`config.mk`:
```
export PLATFORM = sky130hd
export DESIGN_NAME = mult_div_unit
export DESIGN_NICKNAME = d
export VERILOG_FILES = /design/src/rtl/mult_div_unit.sv
export SDC_FILE = /design/constraint.sdc
export NUM_CORES = 1
export LEC_CHECK = 0
export ABC_AREA = 1
export ABC_CLOCK_PERIOD_IN_PS = 8610
export CORE_UTILIZATION = 30
export CTS_CLUSTER_SIZE = 20
export DETAILED_ROUTE_END_ITERATION = 12
export SETUP_SLACK_MARGIN = 0.15
export SLEW_MARGIN = 40
export SYNTH_ARGS = -nofsm -noshare
export SYNTH_HDL_FRONTEND = slang
export SYNTH_SLANG_ARGS = --single-unit
```
`constraint.sdc`:
```
create_clock -name clock -period 8.61 [get_ports clock]
set_clock_uncertainty 0.1 [all_clocks]
set_input_delay 1.2915 -clock clock [delete_from_list [all_inputs] [get_ports clock]]
set_output_delay 1.2915 -clock clock [all_outputs]
set_load 0.05 [all_outputs]
```
`src/rtl/mult_div_unit.sv`:
```
// Iterative signed multiply/divide unit for the multicycle MIPS datapath.
// Radix-2 Booth multiply and restoring divide, one iteration per clock, results in HI/LO.
module mult_div_unit #(
  parameter int WIDTH = 32
) (
  input  logic             clock,
  input  logic             reset,
  input  logic             MultCtrl,
  input  logic             DivCtrl,
  input  logic [WIDTH-1:0] A,
  input  logic [WIDTH-1:0] B,
  output logic [WIDTH-1:0] HI,
  output logic [WIDTH-1:0] LO,
  output logic             Busy,
  output logic             Done,
  output logic             DivZero
);

  localparam int CW  = $clog2(WIDTH);
  localparam int AW  = 2 * WIDTH + 1;

  typedef enum logic [1:0] {
    S_IDLE,
    S_MULT,
    S_DIV,
    S_DONE
  } state_e;

  state_e           state_q, state_d;
  logic [CW-1:0]    cnt_q, cnt_d;
  logic [AW-1:0]    acc_q, acc_d;
  logic [WIDTH-1:0] opnd_q, opnd_d;
  logic             neg_quo_q, neg_quo_d;
  logic             neg_rem_q, neg_rem_d;
  logic [WIDTH-1:0] hi_q, hi_d;
  logic [WIDTH-1:0] lo_q, lo_d;
  logic             dz_q, dz_d;

  // Multiply view of acc: {hi[WIDTH], lo[WIDTH], booth q-1}.
  // Divide view of acc:   {remainder[WIDTH+1], quotient/dividend[WIDTH]}.
  logic [WIDTH:0]   booth_hi_ext;
  logic [WIDTH:0]   booth_m_ext;
  logic [WIDTH:0]   booth_sum;
  logic [AW-1:0]    booth_next;
  logic [WIDTH:0]   rem_shift;
  logic [WIDTH:0]   rem_trial;
  logic [AW-1:0]    div_next;
  logic [WIDTH-1:0] quo_mag;
  logic [WIDTH-1:0] rem_mag;
  logic [WIDTH-1:0] abs_a;
  logic [WIDTH-1:0] abs_b;
  logic             last_iter;

  assign abs_a     = A[WIDTH-1] ? -A : A;
  assign abs_b     = B[WIDTH-1] ? -B : B;
  assign last_iter = (cnt_q == CW'(WIDTH - 1));

  // The partial sum is formed one bit wider so that subtracting the most
  // negative multiplicand cannot wrap before the arithmetic shift.
  always_comb begin
    booth_hi_ext = {acc_q[AW-1], acc_q[AW-1:WIDTH+1]};
    booth_m_ext  = {opnd_q[WIDTH-1], opnd_q};
    case (acc_q[1:0])
      2'b01:   booth_sum = booth_hi_ext + booth_m_ext;
      2'b10:   booth_sum = booth_hi_ext - booth_m_ext;
      default: booth_sum = booth_hi_ext;
    endcase
    booth_next = {booth_sum, acc_q[WIDTH:1]};
  end

  always_comb begin
    rem_shift = {acc_q[2*WIDTH-1:WIDTH], acc_q[WIDTH-1]};
    rem_trial = rem_shift - {1'b0, opnd_q};
    if (!rem_trial[WIDTH]) begin
      div_next = {rem_trial, acc_q[WIDTH-2:0], 1'b1};
    end else begin
      div_next = {rem_shift, acc_q[WIDTH-2:0], 1'b0};
    end
    quo_mag = div_next[WIDTH-1:0];
    rem_mag = div_next[2*WIDTH-1:WIDTH];
  end

  // NOTE: every next-state signal takes its held value first, so no path
  // through this block leaves a variable unassigned and no latch is inferred.
  always_comb begin
    state_d   = state_q;
    cnt_d     = cnt_q;
    acc_d     = acc_q;
    opnd_d    = opnd_q;
    neg_quo_d = neg_quo_q;
    neg_rem_d = neg_rem_q;
    hi_d      = hi_q;
    lo_d      = lo_q;
    dz_d      = 1'b0;

    case (state_q)
      S_IDLE: begin
        if (MultCtrl) begin
          state_d = S_MULT;
          cnt_d   = '0;
          acc_d   = {{WIDTH{1'b0}}, B, 1'b0};
          opnd_d  = A;
        end else if (DivCtrl) begin
          if (B == '0) begin
            state_d = S_DONE;
            dz_d    = 1'b1;
          end else begin
            state_d   = S_DIV;
            cnt_d     = '0;
            acc_d     = {{(WIDTH + 1){1'b0}}, abs_a};
            opnd_d    = abs_b;
            neg_quo_d = A[WIDTH-1] ^ B[WIDTH-1];
            neg_rem_d = A[WIDTH-1];
          end
        end
      end

      S_MULT: begin
        acc_d = booth_next;
        cnt_d = cnt_q + 1'b1;
        if (last_iter) begin
          state_d = S_DONE;
          hi_d    = booth_next[AW-1:WIDTH+1];
          lo_d    = booth_next[WIDTH:1];
        end
      end

      S_DIV: begin
        acc_d = div_next;
        cnt_d = cnt_q + 1'b1;
        if (last_iter) begin
          state_d = S_DONE;
          lo_d    = neg_quo_q ? -quo_mag : quo_mag;
          hi_d    = neg_rem_q ? -rem_mag : rem_mag;
        end
      end

      S_DONE: state_d = S_IDLE;

      default: state_d = S_IDLE;
    endcase
  end

  // NOTE: sequential state is updated only with non-blocking assignments so
  // every register samples the pre-edge values regardless of statement order.
  always_ff @(posedge clock or posedge reset) begin
    if (reset) begin
      state_q   <= S_IDLE;
      cnt_q     <= '0;
      acc_q     <= '0;
      opnd_q    <= '0;
      neg_quo_q <= 1'b0;
      neg_rem_q <= 1'b0;
      hi_q      <= '0;
      lo_q      <= '0;
      dz_q      <= 1'b0;
    end else begin
      state_q   <= state_d;
      cnt_q     <= cnt_d;
      acc_q     <= acc_d;
      opnd_q    <= opnd_d;
      neg_quo_q <= neg_quo_d;
      neg_rem_q <= neg_rem_d;
      hi_q      <= hi_d;
      lo_q      <= lo_d;
      dz_q      <= dz_d;
    end
  end

  assign HI      = hi_q;
  assign LO      = lo_q;
  assign Busy    = (state_q == S_MULT) || (state_q == S_DIV);
  assign Done    = (state_q == S_DONE);
  assign DivZero = dz_q;

endmodule

```
# Word-level counts from Yosys, hierarchy flattened
# Index checks and enable logic that the tools add are counted.
classes:
  addsub: 8
  eq_ne: 12
  muxes: 32
  bitwise_logic: 3
  reduce_logical: 14
op_table:
  columns: ["op", "n"]
  rows:
  - ["2-to-1 mux 32 bit", 11]
  - ["2-to-1 mux 65 bit", 4]
  - ["case mux 65 bit (3 select lines)", 1]
  - ["negation 32 bit", 4]
  - ["case mux 32 bit (2 select lines)", 2]
  - ["case mux 33 bit (2 select lines)", 1]
  - ["adder 32 x 32 -> 33 bit", 1]
  - ["subtractor 32 x 32 -> 33 bit", 1]
  - ["subtractor 33 x 32 -> 33 bit", 1]
  - ["logical NOT 32 bit", 1]
  - ["2-to-1 mux 5 bit", 3]
  - ["AND reduction 3 bit", 4]
  - ["case mux 5 bit (2 select lines)", 1]
  - ["equality test 2 bit (second input constant)", 3]
  - ["2-to-1 mux 2 bit", 3]
  - ["inequality test 2 bit (second input constant)", 3]
  - ["inequality test 3 bit (second input constant)", 2]
  - ["case mux 2 bit (3 select lines)", 1]
  - ["nonzero test 2 bit", 3]
  - ["adder 5 x 1 -> 5 bit (second input constant)", 1]
  - ["equality test 5 bit (second input constant)", 1]
  - ["2-to-1 mux 1 bit", 5]
  - ["equality test 2 x 1 -> 1 bit (second input constant)", 2]
  - ["AND reduction 4 bit", 1]
  - ["8 further kinds", 9]
word_totals:
  regBits: 171
  in_bits: 68
  out_inout_bits: 67
  word_cells: 78

# Depth between registers and ports, before layout
depth:
  ltp_word: 6
  mapped_depth: 33
  depth_no_buf: 31

# Worst setup path after synthesis
# OpenSTA, ideal clock, no wires.
synth_timing:
  path_kind: "register to register"
  start: "reg acc_q[31]"
  end: "reg lo_q[22], in the netlist LO[22]"
  setup_time_ns: 0.121
  arrival_time_ns: 4.256
  required_time_ns: 8.389
  path_slack_ns: 4.133
  path_stages_with_launch: 32
  n_path_buf: 3
  synth_period_minus_slack_ns: 4.477
  cell_sequence: "dfrtp_1 -> inv_1 -> ha_1 -> fa_1 -> inv_1 -> nand2_1 -> nand3_2 -> nand2_1 -> nand2_1 -> nand2_1 -> nand2_1 -> a21oi_1 -> o21bai_1 -> ha_1 -> buf_6 -> inv_2 -> buf_2 -> buf_1 -> ha_1 -> nand3_1 -> nor3_2 -> nand3_1 -> inv_1 -> nand2_1 -> inv_2 -> nand4_1 -> nor2_2 -> nand2_1 -> o21ai_1 -> nor3_1 -> nor3_1 -> nor2_1"
synth_via:
  elab_chain_cells: 6
synth_rtl:
  columns: ["element", "line_no", "text"]
  rows:
  - ["start, declared", "31", "logic [AW-1:0] acc_q, acc_d;"]
  - ["start signal, assigned", "150", "acc_q <= '0;"]
  - ["start signal, assigned", "160", "acc_q <= acc_d;"]
  - ["subtractor 33 x 32 -> 33 bit", "73", "rem_trial = rem_shift - {1'b0, opnd_q};"]
  - ["2-to-1 mux 65 bit", "74", "if (!rem_trial[WIDTH]) begin"]
  - ["negation 32 bit", "133", "lo_d = neg_quo_q ? -quo_mag : quo_mag;"]
  - ["2-to-1 mux 32 bit", "133", null]
  - ["2-to-1 mux 32 bit", "131", "if (last_iter) begin"]
  - ["case mux 32 bit (2 select lines)", "96", "case (state_q)"]
  - ["end signal, assigned", "165", "lo_q <= lo_d;"]
  - ["end, declared", "36", "logic [WIDTH-1:0] lo_q, lo_d;"]
# No other way between the ends. The select of a mux whose other input is x is not followed.
# A chain may end at the register's enable or synchronous reset.

# Final worst setup path
layout_timing:
  start: "reg acc_q[31]"
  end: "reg lo_q[26], in the netlist LO[26]"
# Same word-level chain as after synthesis.

==> impl_metrics.csv <==
group,metric,value,unit
layout,final_common_cell,"nand2_1",
timing,relSlewSlack,0.4391,
power,p_leak,10.20,nW
power,clock_power_share,0.090,
global_routing,antenna_found_initial,0,
job,cap_violations,0,
critical_path,rr_worst_depth,30,
layout,fill_cells,6479,
power,power_frac_seq,0.145,
synthesis,yosys_warnings,0,
synthesis,synthCells,2946,
critical_path,end_kind,"register",
power,intPower,3.523,mW
route,via_count,19709,
synthesis,yosysUniqueCellTypes,58,
floorplanning,row_count,88,
synthesis,synth_edf_count,0,
critical_path,cpPeakStageDelay,0.42,ns
critical_path,crit_slowest_cell,"dfrtp_1",
hold_path,worstHoldPathType,"register to register",
clock_tree,postCtsSetupRepairBufs,0,
clock_tree,cts_made_buffers,17,
timing,finalMaxSlewViolations,0,
clock_tree,root_buffer,"clkbuf_16",
global_routing,grt_usage,0.2305,
route,wl_per_cell,18.29,um
route,postRouteAntennaNets,0,
placed_design,io_buffers,134,
clock_tree,clkSlewWorstSetupHoldPaths,0.09,ns
floorplanning,dieArea,0.06036,mm^2
placed_design,place.gp.congestion,0.9564,
route,dr.pass1.iters,6,
synthesis,synth_nets,3094,
layout,layout.nets,3147,
synthesis,netlist_area,0.01781,mm^2
hold_path,whs_path_depth,2,
power,p_comb_frac,0.765,
power,p_per_area,450.3,mW/mm^2
floorplanning,die_y,245.7,um
global_routing,grt_pass1_vias,18241,
global_routing,grt_overflow,0,
clock_tree,ctsHoldBuffers,0,
layout,insertedDiodeCount,0,
route,drt_iter0_drc,1824,
critical_path,crit_cells,30,
critical_path,worstPathMaxFanout,42,
critical_path,cp.arrival,5.59,ns
synthesis,avgSynthCellArea,6.047,um^2
floorplanning,start_util,0.3064,
timing,fin_crit_sh,0.6182,
critical_path,path_common_cell,"nand2_1",
clock_tree,clk_path_buf_depth,2,
layout,areaGrowthSynthToFinish,14.74,%
critical_path,cp-start-kind,"register",
critical_path,worstPathRequired,8.88,ns
timing,max_clock_freq,187.9,MHz
timing,finalHoldViolCount,0,
critical_path,worst-path-buf-inv,6,
clock_tree,htreeDepth,4,
timing,setup_tns,0,ns
global_routing,grt_max_degree,101,
critical_path,path_delay_family,"simple AND/OR/NAND/NOR gates",
layout,post-route-util,0.3516,
clock_tree,cts_sinks,171,
route,viasPerCell,5.218,
layout,seq_area,0.004279,mm^2
synthesis,ys_seq_area_frac,0.2402,
layout,drive_above_1_share,0.04449,
global_routing,grt_pass1_wl,107700,um
layout,multi_input_comb_area,0.01165,mm^2
floorplanning,coreArea,0.05814,mm^2
synthesis,synth_seq_cells,171,
clock_tree,cts_tree,"yes",
timing,setup_viol_count_final,0,
power,p_sw_frac,0.6172,
route,drc,0,
route,wl,69070,um
clock_tree,clkLatencyLatePin,0.47,ns
floorplanning,die_w,245.7,um
critical_path,path_class,"register to register",
timing,tightest_slew,0.8405,ns
placed_design,hpwlAfterDp,54580,um
power,vdd_ir_drop_max,301.3,uV
timing,rsz0062_at_grt,"false",
timing,final.min_clock_period,5.323,ns
outcome,status,"finished, final reports clean",
power,power.switching,5.680,mW
floorplanning,ioPinCount,135,
clock_tree,post_cts_resized,0,
synthesis,synth_ff_type,"dfrtp_1",
layout,final_cell_mix,"nand2_1 (926), inv_1 (366), nor2_1 (255), o21ai_0 (196), nand3_1 (194)",
synthesis,synthArstFlopShare,1.000,
[final cells by class]
class | instances | share of cell area
clock inverter | 14 | 0.008693
timing repair buffer | 156 | 0.07426
tap | 765 | 0.04683
inverter | 380 | 0.07003
multi-input combinational | 2273 | 0.5698
sequential | 171 | 0.2094
clock buffer | 18 | 0.02100
[power by group through the flow]
stage | combinational [mW] | clock (mW) | sequential [mW]
floorplan | 5.13 | 0 | 1.21
global placement | 6.90 | 0 | 1.34
detailed placement | 6.94 | 0 | 1.34
CTS | 6.96 | 0.850 | 1.33
global route | 7.92 | 0.880 | 1.36
finish | 7.04 | 0.829 | 1.34
[per-layer routing]
layer,wire (um),share of wire,up-vias,GRT usage
met5,0,0,-,0
met4,1914,0.028,0,0.06631
met3,3616,0.052,86,0.02859
met2,32800,0.47,635,0.3856
met1,30740,0.45,9209,0.3088
li1,-,-,9779,-
[logic make-up (layout without fill, tap and decap cells)]
group	Yosys count	in the layout	synth area share
xor+xnor	87	87	0.04278
buf+inv	502	568	0.1080
fa+ha+maj	80	80	0.05703
compound gates	556	556	0.1833
simple gates	1550	1550	0.3687
flops	171	171	0.2402
[through the flow]
step / instances / power (mW) / cell area [um^2] / setup WS [ns] / hold slack, ns
final: 3777 / 9.203 / 20440 / 3.287 / 0.3846
after global routing: 3777 / 10.16 / 20440 / 2.874 / 0.4028
after CTS: 3776 / 9.141 / 20420 / 3.337 / 0.3895
after detailed placement: 3744 / 8.280 / 19810 / 3.273 / 0.3692
after global placement: 3744 / 8.249 / 19810 / 3.357 / 0.3640
after floorplan: 2946 / 6.340 / 17810 / 2.587 / 0.3651
[cells in the mapped netlist, types with 37 or more instances]
library cell | n | share of area
xor2_1 | 74 | 0.036
dfrtp_1 | 171 | 0.24
nor2_1 | 256 | 0.054
o211ai_1 | 59 | 0.025
inv_1 | 370 | 0.078
a21oi_1 | 149 | 0.042
o22ai_1 | 37 | 0.013
clkbuf_1 | 85 | 0.018
ha_1 | 78 | 0.055
nand3_1 | 194 | 0.055
nand4_1 | 48 | 0.017
o21ai_0 | 196 | 0.055
nand2_1 | 926 | 0.20
[path summary, 6_finish.rpt]
kind / slack [ns] / end / startpoint
hold / removal: 0.38 / HI[14] / HI[14]
hold reg to reg: 0.38 / HI[14] / HI[14]
min in group asynchronous: 1.20 / HI[25] / reset
setup reg to reg: 3.29 / LO[26] / acc_q[31]
max in group asynchronous: 6.08 / opnd_q[20] / reset
setup / recovery: 3.29 / LO[26] / acc_q[31]
[worst register-to-register path, delay by kind of cell (launching register included)]
family | cells | cell delay (ns)
adder cells (fa/ha/maj) | 4 | 1.20
AND/OR/NAND/NOR | 17 | 2.14
AO/OA/AOI/OAI | 3 | 0.45
buffers and inverters | 6 | 0.91
flip-flops | 1 | 0.42
[sequential cells by signal, summed over array words and instances, names as in the netlist]
signal     flops
acc_q         65
HI            32
LO            32
opnd_q        32
cnt_q          5
state_q        2
DivZero        1
neg_quo_q      1
neg_rem_q      1
Note: power is estimated with default switching activity, not from simulation.
